==> src/rtl/instr_fetch_unit_if.sv <==
// Instruction-memory fetch bus: req/addr handshake with in-order rvalid/rdata responses.
interface instr_fetch_unit_if;
  logic        req;
  logic [31:0] addr;
  logic        gnt;
  logic        rvalid;
  logic [31:0] rdata;

  // Fetch unit side
  modport master (
    output req,
    output addr,
    input  gnt,
    input  rvalid,
    input  rdata
  );

  // Instruction memory side
  modport slave (
    input  req,
    input  addr,
    output gnt,
    output rvalid,
    output rdata
  );
endinterface

==> src/rtl/instr_fetch_unit.sv <==
// Instruction fetch stage: sequential PC generation, imem request issue, prefetch FIFO
// feeding decode, and branch redirect with flushing of stale in-flight responses.
// Optional compile-time feature IFU_BYPASS_EN: a response arriving while the FIFO is
// empty is presented to decode in the same cycle instead of one cycle later.
module instr_fetch_unit #(
  parameter logic [31:0] RESET_PC   = 32'h0000_0000,
  parameter int unsigned FIFO_DEPTH = 2
) (
  input  logic               i_clk,
  input  logic               i_rst_n,
  input  logic               i_clk_en,
  input  logic               i_branch_taken,
  input  logic [31:0]        i_branch_target,
  instr_fetch_unit_if.master imem,
  output logic [31:0]        o_instr,
  output logic [31:0]        o_pc,
  output logic               o_instr_ready
);

  localparam int unsigned PTR_W = (FIFO_DEPTH > 1) ? $clog2(FIFO_DEPTH) : 1;
  localparam int unsigned CNT_W = PTR_W + 1;
  localparam int unsigned SUM_W = CNT_W + 1;

  typedef enum logic [0:0] {
    ST_RUN   = 1'b0,
    ST_FLUSH = 1'b1
  } state_e;

  state_e             state_q, state_d;
  logic               active_q;
  logic [31:0]        fetch_pc_q, fetch_pc_d;
  logic [CNT_W-1:0]   outstanding_q, outstanding_d;
  logic [CNT_W-1:0]   drop_cnt_q, drop_cnt_d;
  logic [CNT_W-1:0]   count_q, count_d;
  logic [PTR_W-1:0]   wr_ptr_q, wr_ptr_d;
  logic [PTR_W-1:0]   rd_ptr_q, rd_ptr_d;
  logic [PTR_W-1:0]   tag_wr_q, tag_wr_d;
  logic [PTR_W-1:0]   tag_rd_q, tag_rd_d;
  logic [31:0]        data_q [FIFO_DEPTH];
  logic [31:0]        data_d [FIFO_DEPTH];
  logic [31:0]        pcs_q  [FIFO_DEPTH];
  logic [31:0]        pcs_d  [FIFO_DEPTH];
  logic [31:0]        tag_q  [FIFO_DEPTH];
  logic [31:0]        tag_d  [FIFO_DEPTH];

  logic has_room;
  logic grant;
  logic resp;
  logic drop_resp;
  logic keep_resp;
  logic pop;
  logic fifo_pop;
  logic push;

  // Issue only while buffered plus in-flight words leave room; never on a redirect cycle.
  // active_q keeps req low during reset and the first cycle after release.
  assign has_room  = ({1'b0, count_q} + {1'b0, outstanding_q}) < SUM_W'(FIFO_DEPTH);
  assign imem.req  = active_q && has_room && !i_branch_taken;
  assign imem.addr = fetch_pc_q;

  assign grant     = imem.req && imem.gnt;
  assign resp      = imem.rvalid;
  assign drop_resp = resp && (state_q == ST_FLUSH);
  assign keep_resp = resp && (state_q == ST_RUN) && !i_branch_taken;
  assign pop       = i_clk_en && o_instr_ready && !i_branch_taken;

`ifdef IFU_BYPASS_EN
  logic bypass;

  // Empty FIFO: forward the live response straight to decode; store it only if not consumed.
  assign bypass        = keep_resp && (count_q == '0);
  assign fifo_pop      = pop && !bypass;
  assign push          = keep_resp && !(bypass && pop);
  assign o_instr_ready = (count_q != '0) || bypass;
  assign o_instr       = bypass ? imem.rdata : data_q[rd_ptr_q];
  assign o_pc          = bypass ? tag_q[tag_rd_q] : pcs_q[rd_ptr_q];
`else
  // Decode always sees the registered FIFO head.
  assign fifo_pop      = pop;
  assign push          = keep_resp;
  assign o_instr_ready = (count_q != '0);
  assign o_instr       = data_q[rd_ptr_q];
  assign o_pc          = pcs_q[rd_ptr_q];
`endif

  // Next-state: redirect overrides issue/push/pop; otherwise fetch, track tags, fill/drain FIFO.
  always_comb begin
    state_d       = state_q;
    fetch_pc_d    = fetch_pc_q;
    outstanding_d = outstanding_q;
    drop_cnt_d    = drop_cnt_q;
    count_d       = count_q;
    wr_ptr_d      = wr_ptr_q;
    rd_ptr_d      = rd_ptr_q;
    tag_wr_d      = tag_wr_q;
    tag_rd_d      = tag_rd_q;
    data_d        = data_q;
    pcs_d         = pcs_q;
    tag_d         = tag_q;

    if (i_branch_taken) begin
      // Every word still in flight belongs to the old path and must be discarded.
      fetch_pc_d    = i_branch_target & 32'hFFFF_FFFC;
      outstanding_d = outstanding_q + CNT_W'(grant) - CNT_W'(resp);
      drop_cnt_d    = outstanding_d;
      count_d       = '0;
      wr_ptr_d      = '0;
      rd_ptr_d      = '0;
      tag_wr_d      = '0;
      tag_rd_d      = '0;
      state_d       = (drop_cnt_d != '0) ? ST_FLUSH : ST_RUN;
    end else begin
      outstanding_d = outstanding_q + CNT_W'(grant) - CNT_W'(resp);

      if (grant) begin
        fetch_pc_d      = fetch_pc_q + 32'd4;
        tag_d[tag_wr_q] = fetch_pc_q;
        tag_wr_d        = tag_wr_q + PTR_W'(1);
      end

      if (drop_resp) begin
        drop_cnt_d = drop_cnt_q - CNT_W'(1);
      end

      if (keep_resp) begin
        tag_rd_d = tag_rd_q + PTR_W'(1);
      end

      if (fifo_pop) begin
        rd_ptr_d = rd_ptr_q + PTR_W'(1);
      end

      if (push) begin
        data_d[wr_ptr_q] = imem.rdata;
        pcs_d[wr_ptr_q]  = tag_q[tag_rd_q];
        wr_ptr_d         = wr_ptr_q + PTR_W'(1);
      end

      count_d = count_q + CNT_W'(push) - CNT_W'(fifo_pop);

      unique case (state_q)
        ST_RUN:   state_d = ST_RUN;
        ST_FLUSH: state_d = (drop_cnt_d == '0) ? ST_RUN : ST_FLUSH;
        default:  state_d = ST_RUN;
      endcase
    end
  end

  // State register; reset discards all in-flight and buffered state.
  always_ff @(posedge i_clk or negedge i_rst_n) begin
    if (!i_rst_n) begin
      state_q       <= ST_RUN;
      active_q      <= 1'b0;
      fetch_pc_q    <= RESET_PC;
      outstanding_q <= '0;
      drop_cnt_q    <= '0;
      count_q       <= '0;
      wr_ptr_q      <= '0;
      rd_ptr_q      <= '0;
      tag_wr_q      <= '0;
      tag_rd_q      <= '0;
      data_q        <= '{default: '0};
      pcs_q         <= '{default: '0};
      tag_q         <= '{default: '0};
    end else begin
      state_q       <= state_d;
      active_q      <= 1'b1;
      fetch_pc_q    <= fetch_pc_d;
      outstanding_q <= outstanding_d;
      drop_cnt_q    <= drop_cnt_d;
      count_q       <= count_d;
      wr_ptr_q      <= wr_ptr_d;
      rd_ptr_q      <= rd_ptr_d;
      tag_wr_q      <= tag_wr_d;
      tag_rd_q      <= tag_rd_d;
      data_q        <= data_d;
      pcs_q         <= pcs_d;
      tag_q         <= tag_d;
    end
  end

  // Occupancy bounds that the issue rule guarantees.
  a_fifo_bound : assert property (@(posedge i_clk) disable iff (!i_rst_n)
    count_q <= CNT_W'(FIFO_DEPTH));
  a_outstanding_bound : assert property (@(posedge i_clk) disable iff (!i_rst_n)
    outstanding_q <= CNT_W'(FIFO_DEPTH));

endmodule

==> src/flat_wrapper.sv <==
// flat-port wrapper written by rule: the top's interface ports become plain ports
module instr_fetch_unit_flat 
#(
  parameter logic [31:0] RESET_PC   = 32'h0000_0000,
  parameter int unsigned FIFO_DEPTH = 2
)
  (i_clk, i_rst_n, i_clk_en, i_branch_taken, i_branch_target, o_instr, o_pc, o_instr_ready, imem_req, imem_addr, imem_gnt, imem_rvalid, imem_rdata);
  instr_fetch_unit_if imem_i ();
  input  logic i_clk;
  input  logic i_rst_n;
  input  logic i_clk_en;
  input  logic i_branch_taken;
  input  logic [31:0] i_branch_target;
  output logic [31:0] o_instr;
  output logic [31:0] o_pc;
  output logic o_instr_ready;
  output wire logic [$bits(imem_i.req)-1:0] imem_req;
  output wire logic [$bits(imem_i.addr)-1:0] imem_addr;
  input wire logic [$bits(imem_i.gnt)-1:0] imem_gnt;
  input wire logic [$bits(imem_i.rvalid)-1:0] imem_rvalid;
  input wire logic [$bits(imem_i.rdata)-1:0] imem_rdata;
  assign imem_req = imem_i.req;
  assign imem_addr = imem_i.addr;
  assign imem_i.gnt = imem_gnt;
  assign imem_i.rvalid = imem_rvalid;
  assign imem_i.rdata = imem_rdata;
  instr_fetch_unit #(.RESET_PC(RESET_PC), .FIFO_DEPTH(FIFO_DEPTH)) u_core (.i_clk(i_clk), .i_rst_n(i_rst_n), .i_clk_en(i_clk_en), .i_branch_taken(i_branch_taken), .i_branch_target(i_branch_target), .imem(imem_i), .o_instr(o_instr), .o_pc(o_pc), .o_instr_ready(o_instr_ready));
endmodule
==> config.mk <==
export PLATFORM = sky130hd
export DESIGN_NAME = instr_fetch_unit_flat
export DESIGN_NICKNAME = d
export VERILOG_FILES = /design/src/rtl/instr_fetch_unit_if.sv /design/src/rtl/instr_fetch_unit.sv /design/src/flat_wrapper.sv
export SDC_FILE = /design/constraint.sdc
export NUM_CORES = 1
export LEC_CHECK = 0
export ABC_AREA = 1
export CORE_MARGIN = 1
export CORE_UTILIZATION = 30
export CTS_CLUSTER_DIAMETER = 30
export CTS_CLUSTER_SIZE = 28
export DETAILED_ROUTE_END_ITERATION = 10
export SLEW_MARGIN = 5
export SYNTH_ARGS = -nofsm -noshare
export SYNTH_HDL_FRONTEND = slang
export SYNTH_SLANG_ARGS = --single-unit
==> constraint.sdc <==
create_clock -name i_clk -period 2.5 [get_ports i_clk]
set_input_delay 0.5 -clock i_clk [delete_from_list [all_inputs] [get_ports i_clk]]
set_output_delay 0.5 -clock i_clk [all_outputs]
set_load 0.005 [all_outputs]
==> impl_results.md, run 1 <==
- Vias: roughly 9400
- Initial DRT Pass Iterations: 5
- Starting Density: a little under a third
- Initial antenna violation count: 0
- Syn_area_per_cell: 7.930 um^2
- Worst Path Max Fanout: 3
- Post-DP HPWL: 18.77 mm
- Final WS setup: ~0.032 ns
- CTS Buf Count: 55
- H-tree depth: 2
- Worst-margin pin slew: ~0.65 ns
- Slew headroom: a little under three fifths
- Sw frac: a little under a third
- Core area: roughly 0.034 mm^2
- Cell Pwr Density: 1247 mW/mm^2
- Total grt overflow: 0
- Xor-xnor portion of the synthesized cell area: less than 1%
- Global placer's final weighted congestion: 0.8606
- Endpoints failing hold: 0
- Clock sink count: ~230
- Pre-CTS WS: 0.07299 ns
- Fin crit share: 98.73%
- Adder-cell share of the synthesized area: less than 1%
- Area Overhead vs Synth: 42.55%
- Initial DRC count: about 580
- Net Sw Power: just under 6 mW
- Worst Setup Start Kind: flop
- Clk_skew: approximately 0.015 ns
- Sequential share of the synthesized area: 53.87%
- DRT antenna net count: 0
- Worst-path clk slew: 0.05 ns
- Via count of the first global-routing pass: between 9000 and 10000
- Combinational share of power: 27.4%
- Die X: about 190 um
- Max Cap Viol: 0
- Critical path endpoint category: primary output
- Clk network pwr share: 40.5%
- Tightest Hold Check Type: reg2reg
- P_leak: 7.131 nW
- FMAX: 405.2 MHz
- Root Driver: clkbuf_16
- Crit path required time: roughly 2.0 ns
- Post-synthesis simple-gate area fraction: 24.62%
- RSZ-0062 raised after global routing: true
- Total GRT Usage: approximately 17%
- Fin crit period: approximately 2.5 ns
- Mapped Area: 0.01050 mm^2
- FP Rows: 68
- Die footprint: roughly 0.036 mm^2
- TritonCTS clock tree: built
- Synthesized instance count: between 1000 and 1500
- Layout cells sized above 1: 11.03%
- R2r setup slk: 0.21 ns
- Vias/cell: around 4.7
- Setup Crit Path Kind: reg2out
- Max Slew Vio Count: 0
- Wire length of the first global-routing pass: 48.83 mm
- Synth warn: 0
- Antenna Cells: 0
- Nets: roughly 1600
- Synthesis-stage register bit count: ~230
- Complex-gate fraction of the synthesized area: around 12%
- Drt drc: 0
- Largest net degree at the start of global routing: 76
- Final Util: between 40 and 50%
- Die Y: around 190 um
- Final-report setup violation count: 0
- Drt wl/cell: between 15 and 20 um
- Sequential power share: around a third
- Buffers on Ports: between 150 and 200
- Status: finished clean
- Synth unique cells: 29
- Mux contribution to synthesized area: 0%
- WP data arrival: around 2.0 ns
- Largest vdd supply drop: about 560 uV
- WL final: between 30 and 40 mm
- Clock latency at the later pin of the worst-skew pair: ~0.56 ns
- Largest family of logic cells by synthesized area: simple AND/OR/NAND/NOR gates
- Cell Int Power: between 10 and 15 mW
- Longest Clk Path Bufs: 3
- I/O pins: ~170
-- logic make-up (layout without fill, tap and decap cells) --
family,Yosys count,in the layout
adder cells (fa/ha/maj),6,6
buffers and inverters,189,422
XOR/XNOR,9,9
AO/OA/AOI/OAI,238,238
other,2,5
flip-flops,226,226
AND/OR/NAND/NOR,654,654
-- flip-flops by register name, summed over array words and instances (netlist names), 2 cells and up --
signal                count
u_core.count_q            2
u_core.tag_q             60
u_core.drop_cnt_q         2
u_core.outstanding_q      2
u_core.imem.addr         30
u_core.data_q            64
u_core.pcs_q             60
-- critical path: stages, from the launching register on --
cell and delay, ns:
dfrtp_1 0.38, nand2_1 0.06, inv_1 0.05, fa_1 0.51, nor2_4 0.15, nand2_1 0.07, nor2_1 0.08, buf_2 0.12
-- cell usage after synthesis --
| library cell | instances | share of area [%] |
|---|---|---|
| buf_1 | 2 | 0.072 |
| nand4_4 | 1 | 0.20 |
| xnor2_1 | 5 | 0.42 |
| ha_1 | 5 | 0.60 |
| fa_1 | 1 | 0.19 |
| buf_4 | 12 | 0.86 |
| o21ai_1 | 103 | 4.9 |
| inv_2 | 4 | 0.14 |
| nor3_4 | 1 | 0.15 |
| o211ai_1 | 6 | 0.43 |
| nor2_2 | 4 | 0.24 |
| o21ai_0 | 67 | 3.2 |
| nor2_1 | 104 | 3.7 |
| o221ai_1 | 1 | 0.083 |
| conb_1 | 2 | 0.072 |
| or2_2 | 1 | 0.060 |
| nand3_1 | 60 | 2.9 |
| inv_1 | 112 | 4.0 |
| buf_2 | 39 | 1.9 |
| a31oi_1 | 60 | 3.6 |
| and2_1 | 2 | 0.12 |
| dfrtp_1 | 226 | 54 |
| clkbuf_1 | 19 | 0.68 |
| nand2_2 | 2 | 0.12 |
| nor3_1 | 2 | 0.095 |
| clkbuf_2 | 1 | 0.048 |
| a21oi_1 | 1 | 0.048 |
| nand2_1 | 477 | 17 |
| xor2_1 | 4 | 0.33 |
-- path summary, 6_finish.rpt --
kind,start,to,cells after the start
min reg2reg,u_core.tag_q[51]$_DFFE_PN0P_,u_core.tag_q[51]$_DFFE_PN0P_,2
max,u_core.count_q[0]$_DFF_PN0_,imem_req,7
max reg2reg,u_core.count_q[0]$_DFF_PN0_,u_core.tag_q[58]$_DFFE_PN0P_,10
min in group asynchronous,i_rst_n,u_core.data_q[37]$_DFFE_PN0P_,2
min,u_core.tag_q[51]$_DFFE_PN0P_,u_core.tag_q[51]$_DFFE_PN0P_,2
max in group asynchronous,i_rst_n,u_core.rd_ptr_q$_DFFE_PN0P_,3
-- metal layers --
| metal | GRT usage (%) | up-vias | share of wire (%) |
|---|---|---|---|
| met5 | 0 | - | 0 |
| met4 | 5.025 | 0 | 2.2 |
| met3 | 3.522 | 54 | 6.0 |
| met2 | 26.87 | 334 | 45 |
| met1 | 23.34 | 4359 | 47 |
| li1 | - | 4631 | - |
-- stage by stage --
| stage | instances | setup TNS, ns | cell area [um^2] | hold slack [ns] | power, mW |
|---|---|---|---|---|---|
| floorplan | 1327 | 0 | 10510 | 0.2044 | 8.549 |
| global placement | 1893 | 0 | 12640 | 0.4659 | 11.00 |
| detailed placement | 1893 | 0 | 12640 | 0.4734 | 11.16 |
| CTS | 2004 | -0.3187 | 14830 | 0.4850 | 18.71 |
| global route | 2015 | -0.1720 | 14970 | 0.4973 | 19.88 |
| finish | 2015 | 0 | 14970 | 0.4778 | 18.66 |
-- area by class of cell --
class	count	area [um^2]
Timing Repair Buffer	204	2165
Sequential cell	226	5657
Inverter	116	439.2
Tap cell	455	569.3
Clock inverter	37	523.0
Fill cell	3439	19490
Multi-Input combinational cell	912	4109
Clock buffer	65	1504
-- what timing repair did --
| action | in CTS | in global routing |
|---|---|---|
| gates cloned | 4 | 2 |
| hold endpoints to repair | 71 | 0 |
| setup endpoints to repair | 62 | 11 |
| resized for setup | 86 | 10 |
| pin swaps | 1 | 2 |
| buffers inserted | 4 | 9 |
| hold buffers | 1 | 0 |
-- cells in the final DEF, fill, tap and decap left out, types with 6 or more instances in the layout --
master,n
nand2_1,473
dfrtp_1,225
inv_1,111
o21ai_1,109
clkdlybuf4s50_1,104
nor2_1,103
nand3_1,60
a31oi_1,60
clkbuf_16,57
o21ai_0,54
dlygate4sd2_1,51
buf_4,20
clkinvlp_4,14
buf_12,12
bufinv_16,9
clkbuf_8,9
nand2_2,6
o211ai_1,6
-- power groups by stage --
stage               Clock (mW)  Combinational (mW)  Sequential [mW]
floorplan                    0                2.73             5.81
global placement             0                5.03             5.97
detailed placement           0                5.15             6.01
CTS                       7.68                5.06             5.97
global route              7.92                5.79             6.17
finish                    7.56                5.12             5.98
No activity file was read; power rests on OpenSTA's default activity.
==> inputs of run 2 (changes only) <==
--- a/config.mk
+++ b/config.mk
@@ -11,6 +11,7 @@
 export CTS_CLUSTER_DIAMETER = 30
 export CTS_CLUSTER_SIZE = 28
 export DETAILED_ROUTE_END_ITERATION = 10
+export PLACE_DENSITY = 0.61
 export SLEW_MARGIN = 5
 export SYNTH_ARGS = -nofsm -noshare
 export SYNTH_HDL_FRONTEND = slang
==> run 2 against run 1 <==
Compared with the run above: setup slack got worse by 0.0033 ns; largest power group unchanged; via count decreased by 0.41%; sequential cell count unchanged; clock power increased by 2%; wire length decreased by 3.5%; final area decreased by 0.28%; largest cell class unchanged.
==> impl_results.md, run 2 (synthesized netlist as in run 1, its figures left out) <==
- Status: finished clean
- WP data arrival: about 2.0 ns
- Final Util: a little over two fifths
- Worst-path clk slew: about 0.050 ns
- Setup Crit Path Kind: reg2out
- WL final: 29.24 mm
- Die footprint: 0.03575 mm^2
- TritonCTS clock tree: built
- Endpoints failing hold: 0
- Initial antenna violation count: 0
- Fin crit share: slightly below 100%
- Starting Density: 30.47%
- FMAX: 404.6 MHz
- H-tree depth: 2
- Tightest Hold Check Type: in2async
- Total GRT Usage: 16.28%
- P_leak: slightly above 7 nW
- Sw frac: a little under a third
- Total grt overflow: 0
- Max Cap Viol: 0
- Clk_skew: about 0.035 ns
- Cell Int Power: about 13 mW
- Die X: 189.1 um
- Initial DRT Pass Iterations: 5
- Worst path cell trace: buf_4, buf_12, o21ai_4, clkdlybuf4s50_1
- Post-DP HPWL: approximately 19 mm
- Worst Path Max Fanout: 13
- DRT antenna net count: 0
- I/O pins: about 170
- Crit path required time: roughly 2 ns
- Buffers on Ports: around 160
- Clk network pwr share: ~41%
- Net Sw Power: ~5.8 mW
- RSZ-0062 raised after global routing: true
- Buffers & Inverters on Critical Path: 3
- Top reg by flops: u_core.data_q
- Max reg flops: 64
- Final WS setup: between 0.02 and 0.03 ns
- Slowest cell on crit path: clkdlybuf4s50_1
- Initial DRC count: 584
- CTS Buf Count: 55
- Cell family with most CP delay: buffers and inverters
- Core area: approximately 0.034 mm^2
- Longest Clk Path Bufs: 3
- Layout cells sized above 1: a little over a tenth
- Critical path endpoint category: primary output
- Largest net degree at the start of global routing: between 60 and 70
- Largest regs: u_core.data_q: 64 flops, u_core.pcs_q: 60 flops, u_core.tag_q: 60 flops
- Clock sink count: roughly 230
- Final-report setup violation count: 0
- Clock latency at the later pin of the worst-skew pair: ~0.56 ns
- Pre-CTS WS: 0.1158 ns
- Nets: 1585
- Cell Pwr Density: around 1300 mW/mm^2
- Vias: 9340
- Drt drc: 0
- Largest stage delay on the critical path: about 0.51 ns
- Largest vdd supply drop: ~640 uV
- Drt wl/cell: 14.55 um
- Combinational share of power: 26.8%
- Area after DPL: between 0.01 and 0.015 mm^2
- Most frequent cells in the layout: 475 x nand2_1, 225 x dfrtp_1, 110 x inv_1, 110 x clkdlybuf4s50_1, 105 x o21ai_1
- Sequential power share: around a third
- Fin crit period: about 2.5 ns
- Root Driver: clkbuf_16
- FP Rows: about 70
- Die Y: ~190 um
- Post-route cell area: 0.01492 mm^2
- Worst-margin pin slew: between 0.6 and 0.7 ns
- Layout fillers: approximately 3400
- Commonest non-fill, non-tap cell in the layout: nand2_1
- Global placer's final weighted congestion: 0.8748
- Via count of the first global-routing pass: approximately 9000
- Wire length of the first global-routing pass: between 40 and 50 mm
- Area Overhead vs Synth: 42.15%
- Slew headroom: between 50% and 60%
- WHS: approximately 0.46 ns
- Vias/cell: about 4.6
- Max Slew Vio Count: 0
- Antenna Cells: 0
- Worst Setup Start Kind: flop
[run 2: cell count changes in the layout (fill, tap and decap cells not counted), moves of 3 or more]
cell,previous run,this run
dlygate4sd2_1,51,42
clkdlybuf4s50_1,104,110
o21ai_0,54,58
clkinvlp_4,14,5
o21ai_1,109,105
dlymetal6s2s_1,3,7
clkbuf_1,1,4
buf_6,3,0
buf_16,4,1
inv_8,0,3
[run 2: through the flow]
| step | power (mW) | TNS [ns] | instances |
|---|---|---|---|
| global route | 19.93 | -0.2794 | 2010 |
| CTS | 18.89 | -0.4875 | 2004 |
| floorplan | 8.549 | 0 | 1327 |
| global placement | 11.03 | 0 | 1898 |
| detailed placement | 11.18 | 0 | 1898 |
| finish | 18.77 | 0 | 2010 |
[run 2: routing by layer]
| layer | track usage (%) | wire length (um) |
|---|---|---|
| met1 | 22.71 | 13760 |
| met2 | 25.51 | 13000 |
| met3 | 3.151 | 1933 |
| met4 | 4.839 | 551 |
| met5 | 0 | 0 |
[run 2: worst reg2reg max path, stage by stage (launching register included)]
cell and delay [ns]:
dfrtp_1 0.38, nand2_1 0.08, inv_2 0.04, fa_1 0.49, nor2_2 0.04, buf_4 0.13
nand4_4 0.06, inv_2 0.07, ha_1 0.21, xnor2_1 0.17, xnor2_1 0.18, nand2_1 0.09
o21ai_0 0.08
[run 2: area by class of cell]
type | count | area, um^2 | share of cell area [%]
multi-input combinational | 912 | 4099 | 27.46
clock inverter | 33 | 516.7 | 3.462
tap | 455 | 569.3 | 3.815
clock buffer | 70 | 1543 | 10.34
sequential | 226 | 5657 | 37.90
timing repair buffer | 198 | 2105 | 14.10
inverter | 116 | 435.4 | 2.918
[run 2: timing repair]
action                                 4_1_cts  5_1_grt
pin swaps                                    1        0
setup buffers                                1        3
cloned                                       1        3
endpoints found under the hold margin       40        0
hold buffers                                 1        0
gates resized for setup                     71       13
setup endpoints to repair                   54       19
[run 2: worst paths after layout]
kind	startpoint	end	slack (ns)	cells after the start
min in group i_clk	u_core.tag_q[14]$_DFFE_PN0P_	u_core.tag_q[14]$_DFFE_PN0P_	0.48	2
worst max register to register	u_core.count_q[0]$_DFF_PN0_	u_core.drop_cnt_q[1]$_DFF_PN0_	0.40	12
worst max-delay path	u_core.rd_ptr_q$_DFFE_PN0P_	o_pc[14]	0.03	4
worst min register to register	u_core.tag_q[14]$_DFFE_PN0P_	u_core.tag_q[14]$_DFFE_PN0P_	0.48	2
worst min-delay path	i_rst_n	u_core.rd_ptr_q$_DFFE_PN0P_	0.46	2
max in group asynchronous	i_rst_n	u_core.data_q[38]$_DFFE_PN0P_	1.20	3
[run 2: power groups by stage]
stage               sequential [mW]  clock (mW)  combinational, mW
floorplan                      5.81           0               2.73
global placement               5.99           0               5.03
detailed placement             6.03           0               5.15
CTS                            6.00        7.87               5.02
global route                   6.20        8.04               5.69
finish                         6.00        7.74               5.02
==> inputs of run 3 (changes only) <==
--- a/config.mk
+++ b/config.mk
@@ -7,11 +7,10 @@
 export LEC_CHECK = 0
 export ABC_AREA = 1
 export CORE_MARGIN = 1
-export CORE_UTILIZATION = 30
+export CORE_UTILIZATION = 54
 export CTS_CLUSTER_DIAMETER = 30
-export CTS_CLUSTER_SIZE = 28
 export DETAILED_ROUTE_END_ITERATION = 10
-export PLACE_DENSITY = 0.61
+export PLACE_DENSITY = 0.91
 export SLEW_MARGIN = 5
 export SYNTH_ARGS = -nofsm -noshare
 export SYNTH_HDL_FRONTEND = slang
==> run 3 against run 2 <==
Compared with the run above: non-clock buffer count is 10 lower; combinational power is 4.6% higher; sequential power is 2% higher; sequential cell count stayed put; utilization is 29 points higher; final area is 7.9% lower; wire length is 1.8% lower; global-route usage is 13 points higher; largest power group is now registers; highest routed layer unchanged.
==> impl_results.md, run 3 (synthesized netlist as in run 1, its figures left out) <==
- Endpoints failing hold: 0
- Worst path cell trace: buf_6, o21ai_0, clkdlybuf4s50_1
- CTS Buf Count: 39
- WL final: ~29 mm
- Max Cap Viol: 0
- Largest stage delay on the critical path: 0.59 ns
- H-tree depth: 2
- Max reg flops: 64
- Worst Setup Start Kind: flop
- Nets: approximately 1600
- Die footprint: around 0.020 mm^2
- Post-route insts no fill: 1773
- Setup TNS: 0 ns
- Dpl cells: ~1700
- RSZ-0062 raised after global routing: true
- FP Rows: 50
- Tightest Hold Check Type: reg2reg
- Clock sink count: around 230
- Clock latency at the later pin of the worst-skew pair: ~0.52 ns
- Total grt overflow: 0
- Cell Pwr Density: 1205 mW/mm^2
- Clk_skew: 0.02697 ns
- Drt wl/cell: about 16 um
- Most frequent cells in the layout: 475 x nand2_1, 225 x dfrtp_1, 156 x clkdlybuf4s50_1, 111 x inv_1, 110 x o21ai_1
- Die X: around 140 um
- Worst Path Max Fanout: 23
- Commonest non-fill, non-tap cell in the layout: nand2_1
- Vias/cell: 5.571
- Largest net degree at the start of global routing: 67
- Largest vdd supply drop: about 650 uV
- Layout cells sized above 1: between 7 and 8%
- Post-DP HPWL: between 15 and 20 mm
- Final-report setup violation count: 0
- Initial DRT Pass Iterations: 7
- Slowest cell on crit path: clkdlybuf4s50_1
- Buffers on Ports: between 150 and 200
- Largest regs: u_core.data_q: 64 flops, u_core.pcs_q: 60 flops, u_core.tag_q: 60 flops
- I/O pins: roughly 170
- Fin crit share: around 99%
- Crit path required time: around 2.0 ns
- TritonCTS clock tree: built
- Drt drc: 0
- Worst-path clk slew: around 0.050 ns
- Initial DRC count: around 910
- Area Overhead vs Synth: 30.85%
- WP data arrival: roughly 2.0 ns
- Slew headroom: 59.89%
- Core area: about 0.019 mm^2
- Layout fillers: ~1300
- Critical path endpoint category: primary output
- Antenna Cells: 0
- P_leak: approximately 6.5 nW
- Die Y: 141.4 um
- Global placer's final weighted congestion: between 0.9 and 1
- Total GRT Usage: between 20% and 30%
- Status: finished clean
- Cell family with most CP delay: buffers and inverters
- Setup Crit Path Kind: reg2out
- Max Slew Vio Count: 0
- Via count of the first global-routing pass: between 9000 and 10000
- DRT antenna net count: 0
- Buffers & Inverters on Critical Path: 2
- Fin crit period: ~2.5 ns
- FMAX: ~410 MHz
- Root Driver: clkbuf_16
- Wire length of the first global-routing pass: between 40 and 50 mm
- Vias: 9878
- Longest Clk Path Bufs: 3
- Top reg by flops: u_core.data_q
- Starting Density: 55.57%
- Initial antenna violation count: 0
- Worst-margin pin slew: between 0.6 and 0.7 ns
## run 3: changes by cell type in the layout (fill, tap and decap cells not counted), moves of 3 or more
cell	before	now
dlygate4sd2_1	42	1
dlymetal6s2s_1	7	2
o21ai_1	105	110
o21ai_2	5	0
buf_4	18	12
bufinv_16	10	2
inv_6	6	11
clkbuf_16	58	40
clkdlybuf4s50_1	110	156
inv_8	3	0
buf_12	14	9
buf_6	0	4
clkbuf_8	11	3
## run 3: report_power, final
group	internal, mW	switching (mW)	leakage, nW
Clock	3.27	1.93	0.629
Sequential	5.13	0.976	2.82
Combinational	2.56	2.69	3.09
Total	11.0	5.59	6.55
## run 3: per-stage QoR
step / setup WS (ns) / util [%] / cell area (um^2) / hold WS (ns) / power, mW
2_1_floorplan: 0.2364 / - / 10510 / 0.2044 / 8.549
3_3_place_gp: 0.1505 / 65.46 / 12370 / 0.4659 / 10.76
3_5_place_dp: 0.1057 / 65.46 / 12370 / 0.4730 / 11.07
4_1_cts: 0.002405 / 72.66 / 13730 / 0.4853 / 16.55
5_1_grt: -0.02072 / 72.72 / 13740 / 0.4937 / 17.47
6_report: 0.03452 / 72.72 / 13740 / 0.4840 / 16.55
## run 3: path summary, 6_finish.rpt
check | start | endpoint | slack (ns) | depth (start not counted)
worst max register to register | u_core.count_q[0]$_DFF_PN0_ | u_core.tag_q[45]$_DFFE_PN0P_ | 0.15 | 11
worst min register to register | u_core.tag_q[60]$_DFFE_PN0P_ | u_core.tag_q[60]$_DFFE_PN0P_ | 0.48 | 2
worst min-delay path | u_core.tag_q[60]$_DFFE_PN0P_ | u_core.tag_q[60]$_DFFE_PN0P_ | 0.48 | 2
min in group asynchronous | i_rst_n | u_core.data_q[35]$_DFFE_PN0P_ | 0.55 | 2
max in group asynchronous | i_rst_n | u_core.imem.addr[4]$_DFFE_PN0P_ | 1.10 | 3
worst max-delay path | u_core.rd_ptr_q$_DFFE_PN0P_ | o_pc[17] | 0.03 | 3
## run 3: tightest hold or removal path: cells and delay by family, from the launching register on
family,cells,cell delay [ns]
AO/OA/AOI/OAI,1,0.06
AND/OR/NAND/NOR,1,0.05
flip-flops,1,0.34
## run 3: cell type report
type,count,area [um^2],area share [%]
Clock buffer,46,1044,7.596
Clock inverter,25,260.3,1.894
Inverter,116,435.4,3.169
Multi-Input combinational cell,912,4063,29.57
Sequential cell,226,5657,41.17
Tap cell,260,325.3,2.368
Timing Repair Buffer,188,1954,14.23
## run 3: what timing repair did
item,4_1_cts,5_1_grt
endpoints found under the hold margin,11,0
pin swaps,2,1
setup buffers,2,0
cloned,0,0
endpoints found under the setup margin,37,18
resized for setup,15,10
hold buffers,1,0
## run 3: metal layers
metal  GRT usage, %  up-vias  routed length (um)
met3          5.839       92                2766
met5              0        -                   0
met2          49.45      574               14010
li1               -     4557                   -
met4          11.32        0                 849
met1          37.14     4655               11090
